File: config.mk
export PLATFORM = sky130hd
export DESIGN_NAME = fp_normalizer_flat
export DESIGN_NICKNAME = d
export VERILOG_FILES = /design/src/rtl/fp_pkg.sv /design/src/rtl/fp_normalizer_if.sv /design/src/rtl/fp_norm_step.sv /design/src/rtl/fp_normalizer.sv /design/src/flat_wrapper.sv
export SDC_FILE = /design/constraint.sdc
export NUM_CORES = 1
export LEC_CHECK = 0
export CAP_MARGIN = 15
export CORE_MARGIN = 2
export CORE_UTILIZATION = 45
export CTS_CLUSTER_DIAMETER = 50
export DETAILED_ROUTE_END_ITERATION = 10
export PLACE_DENSITY = 0.64
export SYNTH_ARGS = -nofsm -noshare
export SYNTH_HDL_FRONTEND = slang
export SYNTH_HIERARCHICAL = 1
export SYNTH_SLANG_ARGS = --single-unit
export TNS_END_PERCENT = 5
File: constraint.sdc
create_clock -name clk -period 5.8 [get_ports clk]
set_clock_uncertainty 0.2 [all_clocks]
set_input_delay 1.16 -clock clk [delete_from_list [all_inputs] [get_ports clk]]
set_output_delay 1.16 -clock clk [all_outputs]
set_load 0.01 [all_outputs]
File: src/rtl/fp_pkg.sv
// Shared widths, limits and FSM encoding for the single-precision adder normalizer.
// Pure declarations: no latency or backpressure of its own.
package fp_pkg;
  localparam int MANT_W  = 24;
  localparam int EXP_W   = 8;
  localparam int STAGES  = 5;
  localparam int SHIFT_W = 5;
  localparam int CNT_W   = 3;
  localparam logic [EXP_W-1:0] EXP_MAX = 8'hFF;

  typedef enum logic [1:0] {
    IDLE,
    SHIFT,
    DONE
  } norm_state_e;
endpackage

File: src/rtl/fp_normalizer_if.sv
// Operand/result handshake bundle for the normalizer; master drives operands and sinks results.
// Valid/ready on both sides; a result holds until out_ready is seen.
interface fp_normalizer_if;
  import fp_pkg::*;

  logic                in_valid;
  logic                in_ready;
  logic [MANT_W:0]     in_mant;
  logic [EXP_W-1:0]    in_exp;
  logic                out_valid;
  logic                out_ready;
  logic [MANT_W-1:0]   out_mant;
  logic [EXP_W-1:0]    out_exp;
  logic [SHIFT_W-1:0]  out_shift;
  logic                out_zero;
  logic                out_ovf;

  modport master (
    output in_valid, in_mant, in_exp, out_ready,
    input  in_ready, out_valid, out_mant, out_exp, out_shift, out_zero, out_ovf
  );

  modport slave (
    input  in_valid, in_mant, in_exp, out_ready,
    output in_ready, out_valid, out_mant, out_exp, out_shift, out_zero, out_ovf
  );
endinterface

File: src/rtl/fp_norm_step.sv
// One log-step of the left normalizer: shift by step if the top bits are clear and exp stays >= 1.
// Purely combinational, no handshake.
module fp_norm_step
  import fp_pkg::*;
(
  input  logic [MANT_W-1:0]  mant,
  input  logic [EXP_W-1:0]   exp,
  input  logic [SHIFT_W-1:0] step,
  output logic [MANT_W-1:0]  mant_nxt,
  output logic [EXP_W-1:0]   exp_nxt,
  output logic               take
);
  logic [MANT_W-1:0] top_mask;
  logic [EXP_W-1:0]  step_e;

  always_comb begin
    top_mask = ~({MANT_W{1'b1}} >> step);
    step_e   = EXP_W'(step);
    take     = ((mant & top_mask) == '0) && (exp > step_e);
    mant_nxt = take ? (mant << step) : mant;
    exp_nxt  = take ? (exp - step_e) : exp;
  end
endmodule

File: src/rtl/fp_normalizer.sv
// Post-add normalizer: carry/zero/overflow handling, 16-8-4-2-1 left shift, denormal fixup.
// Result valid 6 edges after accept; one op in flight, result held while out_ready is low.
module fp_normalizer
  import fp_pkg::*;
(
  input  logic           clk,
  input  logic           rst_n,
  fp_normalizer_if.slave io
);
  norm_state_e        state_q, state_d;
  logic [CNT_W-1:0]   cnt_q, cnt_d;
  logic               fix_q, fix_d;
  logic [MANT_W-1:0]  mant_q, mant_d;
  logic [EXP_W-1:0]   exp_q, exp_d;
  logic [SHIFT_W-1:0] sh_q, sh_d;
  logic               zero_q, zero_d;
  logic               ovf_q, ovf_d;
  logic [MANT_W-1:0]  out_mant_q, out_mant_d;
  logic [EXP_W-1:0]   out_exp_q, out_exp_d;
  logic [SHIFT_W-1:0] out_shift_q, out_shift_d;
  logic               out_zero_q, out_zero_d;
  logic               out_ovf_q, out_ovf_d;

  logic [SHIFT_W-1:0] step;
  logic [MANT_W-1:0]  mant_nxt;
  logic [EXP_W-1:0]   exp_nxt;
  logic               take;

  assign step = SHIFT_W'(1) << cnt_q;

  fp_norm_step u_step (
    .mant     (mant_q),
    .exp      (exp_q),
    .step     (step),
    .mant_nxt (mant_nxt),
    .exp_nxt  (exp_nxt),
    .take     (take)
  );

  always_comb begin
    state_d     = state_q;
    cnt_d       = cnt_q;
    fix_d       = fix_q;
    mant_d      = mant_q;
    exp_d       = exp_q;
    sh_d        = sh_q;
    zero_d      = zero_q;
    ovf_d       = ovf_q;
    out_mant_d  = out_mant_q;
    out_exp_d   = out_exp_q;
    out_shift_d = out_shift_q;
    out_zero_d  = out_zero_q;
    out_ovf_d   = out_ovf_q;

    case (state_q)
      IDLE: begin
        if (io.in_valid) begin
          state_d = SHIFT;
          cnt_d   = CNT_W'(STAGES - 1);
          fix_d   = 1'b0;
          sh_d    = '0;
          zero_d  = 1'b0;
          ovf_d   = 1'b0;
          if (io.in_mant == '0) begin
            zero_d = 1'b1;
            mant_d = '0;
            exp_d  = '0;
          end else if (io.in_mant[MANT_W]) begin
            if (io.in_exp >= EXP_MAX - 8'd1) begin
              ovf_d  = 1'b1;
              mant_d = '0;
              exp_d  = EXP_MAX;
            end else begin
              mant_d = io.in_mant[MANT_W:1];
              exp_d  = io.in_exp + 8'd1;
            end
          end else begin
            mant_d = io.in_mant[MANT_W-1:0];
            exp_d  = io.in_exp;
          end
        end
      end
      SHIFT: begin
        if (fix_q) begin
          state_d     = DONE;
          fix_d       = 1'b0;
          cnt_d       = CNT_W'(STAGES - 1);
          out_mant_d  = mant_q;
          out_shift_d = sh_q;
          out_zero_d  = zero_q;
          out_ovf_d   = ovf_q;
          // Unshiftable leftovers become denormals; a hidden bit at exp 0 means the sum went normal.
          if (ovf_q)                   out_exp_d = EXP_MAX;
          else if (zero_q)             out_exp_d = '0;
          else if (!mant_q[MANT_W-1])  out_exp_d = '0;
          else if (exp_q == '0)        out_exp_d = 8'd1;
          else                         out_exp_d = exp_q;
        end else begin
          // An overflowed op carries a zero mantissa with exp 0xFF and must not be shifted.
          if (take && !ovf_q) begin
            mant_d = mant_nxt;
            exp_d  = exp_nxt;
            sh_d   = sh_q + step;
          end
          if (cnt_q == '0) fix_d = 1'b1;
          else             cnt_d = cnt_q - CNT_W'(1);
        end
      end
      DONE: begin
        if (io.out_ready) state_d = IDLE;
      end
      default: state_d = IDLE;
    endcase
  end

  always_ff @(posedge clk or negedge rst_n) begin
    if (!rst_n) begin
      state_q     <= IDLE;
      cnt_q       <= CNT_W'(STAGES - 1);
      fix_q       <= 1'b0;
      mant_q      <= '0;
      exp_q       <= '0;
      sh_q        <= '0;
      zero_q      <= 1'b0;
      ovf_q       <= 1'b0;
      out_mant_q  <= '0;
      out_exp_q   <= '0;
      out_shift_q <= '0;
      out_zero_q  <= 1'b0;
      out_ovf_q   <= 1'b0;
    end else begin
      state_q     <= state_d;
      cnt_q       <= cnt_d;
      fix_q       <= fix_d;
      mant_q      <= mant_d;
      exp_q       <= exp_d;
      sh_q        <= sh_d;
      zero_q      <= zero_d;
      ovf_q       <= ovf_d;
      out_mant_q  <= out_mant_d;
      out_exp_q   <= out_exp_d;
      out_shift_q <= out_shift_d;
      out_zero_q  <= out_zero_d;
      out_ovf_q   <= out_ovf_d;
    end
  end

  assign io.in_ready  = (state_q == IDLE);
  assign io.out_valid = (state_q == DONE);
  assign io.out_mant  = out_mant_q;
  assign io.out_exp   = out_exp_q;
  assign io.out_shift = out_shift_q;
  assign io.out_zero  = out_zero_q;
  assign io.out_ovf   = out_ovf_q;
endmodule

File: src/flat_wrapper.sv
// flat-port wrapper written by rule: the top's interface ports become plain ports
module fp_normalizer_flat import fp_pkg::*;
  (clk, rst_n, io_in_valid, io_in_mant, io_in_exp, io_out_ready, io_in_ready, io_out_valid, io_out_mant, io_out_exp, io_out_shift, io_out_zero, io_out_ovf);
  fp_normalizer_if io_i ();
  input  logic clk;
  input  logic rst_n;
  input wire logic [$bits(io_i.in_valid)-1:0] io_in_valid;
  input wire logic [$bits(io_i.in_mant)-1:0] io_in_mant;
  input wire logic [$bits(io_i.in_exp)-1:0] io_in_exp;
  input wire logic [$bits(io_i.out_ready)-1:0] io_out_ready;
  output wire logic [$bits(io_i.in_ready)-1:0] io_in_ready;
  output wire logic [$bits(io_i.out_valid)-1:0] io_out_valid;
  output wire logic [$bits(io_i.out_mant)-1:0] io_out_mant;
  output wire logic [$bits(io_i.out_exp)-1:0] io_out_exp;
  output wire logic [$bits(io_i.out_shift)-1:0] io_out_shift;
  output wire logic [$bits(io_i.out_zero)-1:0] io_out_zero;
  output wire logic [$bits(io_i.out_ovf)-1:0] io_out_ovf;
  assign io_i.in_valid = io_in_valid;
  assign io_i.in_mant = io_in_mant;
  assign io_i.in_exp = io_in_exp;
  assign io_i.out_ready = io_out_ready;
  assign io_in_ready = io_i.in_ready;
  assign io_out_valid = io_i.out_valid;
  assign io_out_mant = io_i.out_mant;
  assign io_out_exp = io_i.out_exp;
  assign io_out_shift = io_i.out_shift;
  assign io_out_zero = io_i.out_zero;
  assign io_out_ovf = io_i.out_ovf;
  fp_normalizer u_core (.clk(clk), .rst_n(rst_n), .io(io_i));
endmodule
==> results of run 1 <==
[kinds of logic (layout without fill, tap and decap cells)]
kind of cell,Yosys count,after routing,share of synthesized area [%]
AND/OR/NAND/NOR,207,207,15.5
buffers and inverters,90,146,5.93
AO/OA/AOI/OAI,230,230,22.6
XOR/XNOR,5,5,0.690
adder cells (fa/ha/maj),20,20,4.12
multiplexers,94,94,18.1
flip-flops,84,84,33.1
[flip-flops by register name, summed over array words and instances, names as in the netlist]
name / count
u_core/io.out_mant: 24
u_core/mant_q: 24
u_core/exp_q: 8
u_core/io.out_exp: 8
u_core/io.out_shift: 5
u_core/sh_q: 5
u_core/cnt_q: 3
u_core/state_q: 2
u_core/fix_q: 1
u_core/io.out_ovf: 1
u_core/io.out_zero: 1
u_core/ovf_q: 1
u_core/zero_q: 1
[worst max path at each step]
stage | slack, ps | startpoint | to
4_1_cts | 1290 | u_core/cnt_q[1] | u_core/mant_q[18]
6_report | 1210 | u_core/cnt_q[1] | u_core/exp_q[0]
5_1_grt | 960 | u_core/cnt_q[1] | u_core/mant_q[18]
2_1_floorplan | 1540 | u_core/cnt_q[0] | u_core/mant_q[18]
3_5_place_dp | 1320 | u_core/cnt_q[1] | u_core/exp_q[1]
3_3_place_gp | 1460 | u_core/cnt_q[1] | u_core/exp_q[1]
[area by class of cell]
class | instances | area, um^2
Sequential cell | 84 | 2100
Multi-Input combinational cell | 556 | 3870
Inverter | 36 | 135
Fill cell | 1244 | 6290
Timing Repair Buffer | 94 | 916
Clock buffer | 11 | 243
Tap cell | 180 | 225
Clock inverter | 5 | 36.3
[power by group through the flow]
stage          sequential, W  combinational (W)  clock (W)
3_3_place_gp         0.00127            0.00252          0
3_5_place_dp         0.00128            0.00255          0
6_report             0.00129            0.00261   0.000541
2_1_floorplan        0.00113            0.00177          0
4_1_cts              0.00127            0.00257   0.000552
5_1_grt              0.00131            0.00285   0.000580
[through the flow]
step                utilization, %  setup slack, ps
floorplan                        -             1540
global placement              52.3             1460
detailed placement            52.3             1320
CTS                           54.3             1290
global route                  54.5              957
finish                        54.5             1210
[worst reg2reg max path: stages, from the launching register on]
cell and delay (ps):
dfrtp_1 380, inv_1 100, ha_1 200, nand2b_1 120, inv_1 380, maj3_2 460
o32a_1 320, o31ai_4 260, nand4b_4 370, nor2_8 470, nand4bb_1 180, a21o_1 320
buf_4 300, a221o_1 400
[cells in the mapped netlist, types with 2 or more instances]
cell / n
a211oi_1: 11
a31oi_1: 6
o22ai_1: 21
nor3_1: 17
nand2_1: 74
and3_1: 3
o22a_1: 2
fa_1: 2
buf_6: 2
nand2b_1: 7
nand3_1: 7
a22oi_1: 7
dfrtp_1: 83
nand4_1: 3
mux4_2: 10
buf_1: 6
inv_1: 34
clkinv_1: 2
buf_2: 19
mux2_1: 11
clkbuf_1: 27
a221o_1: 6
o31ai_1: 8
a21oi_1: 75
o41ai_1: 10
nor2_1: 63
o21ai_0: 54
o21bai_1: 3
ha_1: 16
mux2i_1: 18
xnor2_1: 3
o31a_1: 3
xor2_1: 2
nor4_1: 8
o211ai_1: 4
nor2b_1: 16
a21o_1: 4
o21a_1: 2
o221ai_1: 3
mux2_2: 55
[layer usage]
layer / up-vias / wire length [um]
met4: 0 / 640
met3: 45 / 1740
met5: - / 0
li1: 2772 / -
met1: 2943 / 8960
met2: 287 / 9500
==> qor.yml, run 1 <==
status: "finished, final reports clean"
power_w: 0.00445
path_buf_inv: 3
ys_seq_area_share_pct: 33.1
grt_max_degree: 85
hpwl_mm: 14.6
setup_viol: 0
crit_chain: "inv_1 > ha_1 > nand2b_1 > inv_1 > maj3_2 > o32a_1 > o31ai_4 > nand4b_4 > nor2_8 > nand4bb_1 > a21o_1 > buf_4 > a221o_1"
min_path_type: "reg -> reg"
dpl-instance-area_um2: 7230
seqPwrFrac_pct: 29.0
fin_crit_sh_pct: 79.2
clockPowerShare_pct: 12.2
syn_inst: 730
peakVddDrop_mv: 0.248
p_comb_share_pct: 58.8
grt_pass1_wl_mm: 32.7
slowest_stage: "nor2_8"
wire_per_inst_um: 21.6
critPathLaunchType: "flip-flop"
final.setup.tns_ps: 0
crit-reg2reg-launch: "u_core/cnt_q[1]"
core_area_um2: 13800
synth_top_cell_by_area: "dfrtp_1"
fmax_mhz: 218
ios: 78
cp.required_ps: 5810
power_switching_w: 0.00211
firstDrtPassIters: 5
min_from: "u_core/io.out_exp[1]"
synth_ff_type: "dfrtp_1"
die_x_um: 123
synth_cell_types: 63
grt-ovfl-total: 0
worst_pin_slew_ps: 1020
maxCapViolCount: 0
drc_errors: 0
grt.met2_usage_pct: 43.1
grt_pass1_vias: 5897
ff2ff_path_depth: 13
cts-root-buf: "clkbuf_16"
p_sw_share_pct: 47.5
grt_use_met3_pct: 5.07
track_usage_pct: 28.6
min_period_ps: 4590
ant_nets: 0
synth_top_area_share_pct: 32.7
worstPathMaxFanout: 32
regToRegEndpoint: "u_core/exp_q[0]"
path_depth: 13
reg2reg_slack_ps: 1210
ctsHoldBuffers: 0
met1_usage_pct: 41.0
synth_area_leaders: "dfrtp_1 33%, mux2_2 9.8%, a21oi_1 5.9%"
design_area_um2: 7530
viasPerCell: 6.26
final_common_cell: "dfrtp_1"
vias: 6047
whs_path_depth: 2
syn-num-nets: 785
cp_top_family: "compound AO/OA/AOI/OAI gates"
htree_levels: 3
post_cts_buffers: 0
die_y_um: 123
initial_core_util_pct: 45.9
arrival_ps: 4600
synth.avg_cell_area_um2: 8.69
power.density_nw_per_um2: 590
insertedDiodeCount: 0
hold_slack_ps: 284
critPathKind: "reg -> reg"
rows: 43
cts.sinks: 84
synth-edff-count: 0
synth-seq-cells: 84
hold_viol_final: 0
intPower_w: 0.00234
fin_nets: 836
slowest_delay_ps: 460
drtIter0Drc: 807
cp-end-kind: "flip-flop"
clk_pin_slew_worst_paths_ps: 60
cts_tree: "built"
cts.repair.resized: 0
clk_latency_ps: 340
cts_buffer_depth: 2
io_buffers: 77
crit_top_cell: "inv_1"
cts_buffers: 9
synth_area_um2: 6350
power_leakage_nw: 3.11
synthArstFlopShare_pct: 100
placed_cells: 949
stdcell_count: 966
place.gp.congestion: 1.01
rsz0062_at_grt: "no"
busiest_layer: "met2"
die-area_um2: 15100
antenna_found_initial: 0
yosysWarnings: 6
drive_gt1_share_pct: 13.7
area_delta_synth_final_pct: 18.7
wl_mm: 20.8
mostFrequentLayoutCells: "83 x dfrtp_1, 76 x clkdlybuf4s50_1, 75 x a21oi_1"
finalMaxSlewViolations: 0
slew_headroom_pct: 32.2
min_to: "u_core/io.out_exp[1]"
(Power assumes the default switching activity.)
==> inputs of run 2 (changes only) <==
Clock period 5.8 ns to 4.3 ns, I/O delays scaled along.
==> run 2 against run 1 <==
Sequential cell count did not move; die area did not move; clock power rose by 46%; final cell count increased by 0.52%; combinational power increased by 38%; largest power group unchanged.
==> qor.yml, run 2 (synthesized netlist as in run 1, its figures left out) <==
post_cts_buffers: 0  # unchanged
critPathLaunchType: "flip-flop"
cts-root-buf: "clkbuf_16"
worst_pin_slew_ps: 997  # -18.4 ps
die_x_um: 123  # unchanged
peakVddDrop_mv: 0.445  # +80%
power_leakage_nw: 3.15  # +1.4%
cts.sinks: 84  # unchanged
insertedDiodeCount: 0  # unchanged
grt-ovfl-total: 0  # unchanged
wire_per_inst_um: 21.5  # -0.27%
worstPathMaxFanout: 15  # -53%
seq_area_um2: 2100  # unchanged
cts.repair.resized: 0  # unchanged
cts_buffers: 9  # unchanged
power.density_nw_per_um2: 800  # +35%
htree_levels: 3  # unchanged
status: "finished, final reports clean"
path_buf_inv: 3  # unchanged
area_delta_synth_final_pct: 20.0
drc_errors: 0  # unchanged
slowest_delay_ps: 590  # +130 ps
ctsHoldBuffers: 0  # unchanged
place.gp.congestion: 0.969  # -4.3%
cts_buffer_depth: 2  # unchanged
placed_cells: 954  # +0.53%
final_common_cell: "dfrtp_1"
min_path_type: "in -> async"
stdcell_count: 971  # +0.52%
hold_viol_final: 0  # unchanged
grt_max_degree: 85  # unchanged
final.setup.tns_ps: 0  # unchanged
track_usage_pct: 28.5  # -0.092 points
viasPerCell: 6.16  # -1.6%
min_period_ps: 3960  # -628 ps
core_area_um2: 13800  # unchanged
rsz0062_at_grt: "no"
fmax_mhz: 252  # +16%
clk_latency_ps: 350  # about the same
vias: 5979  # -1.1%
maxCapViolCount: 0  # unchanged
drive_gt1_share_pct: 14.3  # +0.55 points
arrival_ps: 4030  # -570 ps
ios: 78  # unchanged
setup_viol: 0  # unchanged
ff2ff_path_depth: 15  # +2
hpwl_mm: 15.2  # +4.0%
grt_pass1_wl_mm: 32.7  # about the same
cp_top_family: "compound AO/OA/AOI/OAI gates"
fin_nets: 841  # +0.60%
drtIter0Drc: 696  # -14%
fin_crit_sh_pct: 92.2  # +13 points
initial_core_util_pct: 45.9  # unchanged
multi_input_area_um2: 3870  # unchanged
clk_pin_slew_worst_paths_ps: 60  # about the same
cp-end-kind: "flip-flop"
io_buffers: 77  # unchanged
fillCellCount: 1231  # -1.0%
grt_pass1_vias: 5851  # -0.78%
rows: 43  # unchanged
finalMaxSlewViolations: 0  # unchanged
die_y_um: 123  # unchanged
wl_mm: 20.9  # +0.25%
slowest_stage: "a21oi_1"
die-area_um2: 15100  # unchanged
slew_headroom_pct: 33.3  # +1.1 points
critPathKind: "reg -> reg"
cp.required_ps: 4360  # -1450 ps
mostFrequentLayoutCells: "83 x dfrtp_1, 76 x clkdlybuf4s50_1, 75 x a21oi_1"
crit_chain: "inv_1 > ha_1 > nand2b_1 > inv_1 > ha_1 > fa_1 > nor2b_1 > o31a_1 > o21ai_1 > nor2_8 > nand4bb_1 > a21oi_1 > buf_4 > nor2_1 > a21oi_1"
cts_tree: "built"
ant_nets: 0  # unchanged
antenna_found_initial: 0  # unchanged
path_depth: 15  # +2
firstDrtPassIters: 6  # +1
[run 2: cell count changes in the layout (fill, tap and decap cells not counted)]
cell and change:
bufinv_16 +1, buf_4 +3, clkinvlp_4 -1, buf_12 +2
[run 2: where the power goes]
group	total, W	switching, W	internal [W]
combinational	0.00361	0.00198	0.00163
clock	0.000789	0.000322	0.000467
sequential	0.00169	0.000544	0.00115
[run 2: layer usage]
layer | vias to the layer above | GRT usage [%] | wire length (um)
met5 | - | 0 | 0
met4 | 0 | 10.5 | 495
met3 | 37 | 7.02 | 1830
met2 | 271 | 42.4 | 9540
met1 | 2897 | 40.1 | 9030
li1 | 2774 | - | -
[run 2: per-stage QoR]
stage / setup WS, ps / utilization [%] / total power (W) / area (um^2) / hold WS (ps)
2_1_floorplan: 42.9 / - / 0.00391 / 6350 / 263
3_3_place_gp: 598 / 52.7 / 0.00515 / 7290 / 274
3_5_place_dp: 425 / 52.7 / 0.00522 / 7290 / 270
4_1_cts: 411 / 54.9 / 0.00603 / 7590 / 285
5_1_grt: 61.0 / 55.1 / 0.00649 / 7620 / 169
6_report: 337 / 55.1 / 0.00609 / 7620 / 163
[run 2: path summary, 6_finish.rpt]
| kind | start | end | slack [ps] |
|---|---|---|---|
| setup reg to reg | u_core/cnt_q[0] | u_core/mant_q[16] | 340 |
| hold reg to reg | u_core/io.out_exp[1] | u_core/io.out_exp[1] | 280 |
| min in group clk | u_core/io.out_exp[1] | u_core/io.out_exp[1] | 280 |
| max in group asynchronous | rst_n | u_core/cnt_q[2] | 3080 |
| hold / removal | rst_n | u_core/mant_q[1] | 160 |
| setup / recovery | u_core/cnt_q[0] | u_core/mant_q[16] | 340 |
[run 2: layout make-up]
class / count / area share, %
clock buffers: 11 / 3.19
clock inverters: 5 / 0.772
inverters: 36 / 1.77
multi-input cells: 556 / 50.9
flip-flops and latches: 84 / 27.6
well taps: 180 / 2.96
repair buffers: 99 / 12.8
==> inputs of run 3 (changes only) <==
--- a/constraint.sdc
+++ b/constraint.sdc
@@ -4,2 +4,2 @@
 set_output_delay 0.86 -clock clk [all_outputs]
-set_load 0.01 [all_outputs]
+set_load 0.02 [all_outputs]
==> results of run 3 <==
The final DEF is identical to that of run 2. Status: finished, final reports clean.
Main changes from that run: total power 0.00609 W -> 0.00622 W; worst IR drop on VDD 0.445 mV -> 0.454 mV
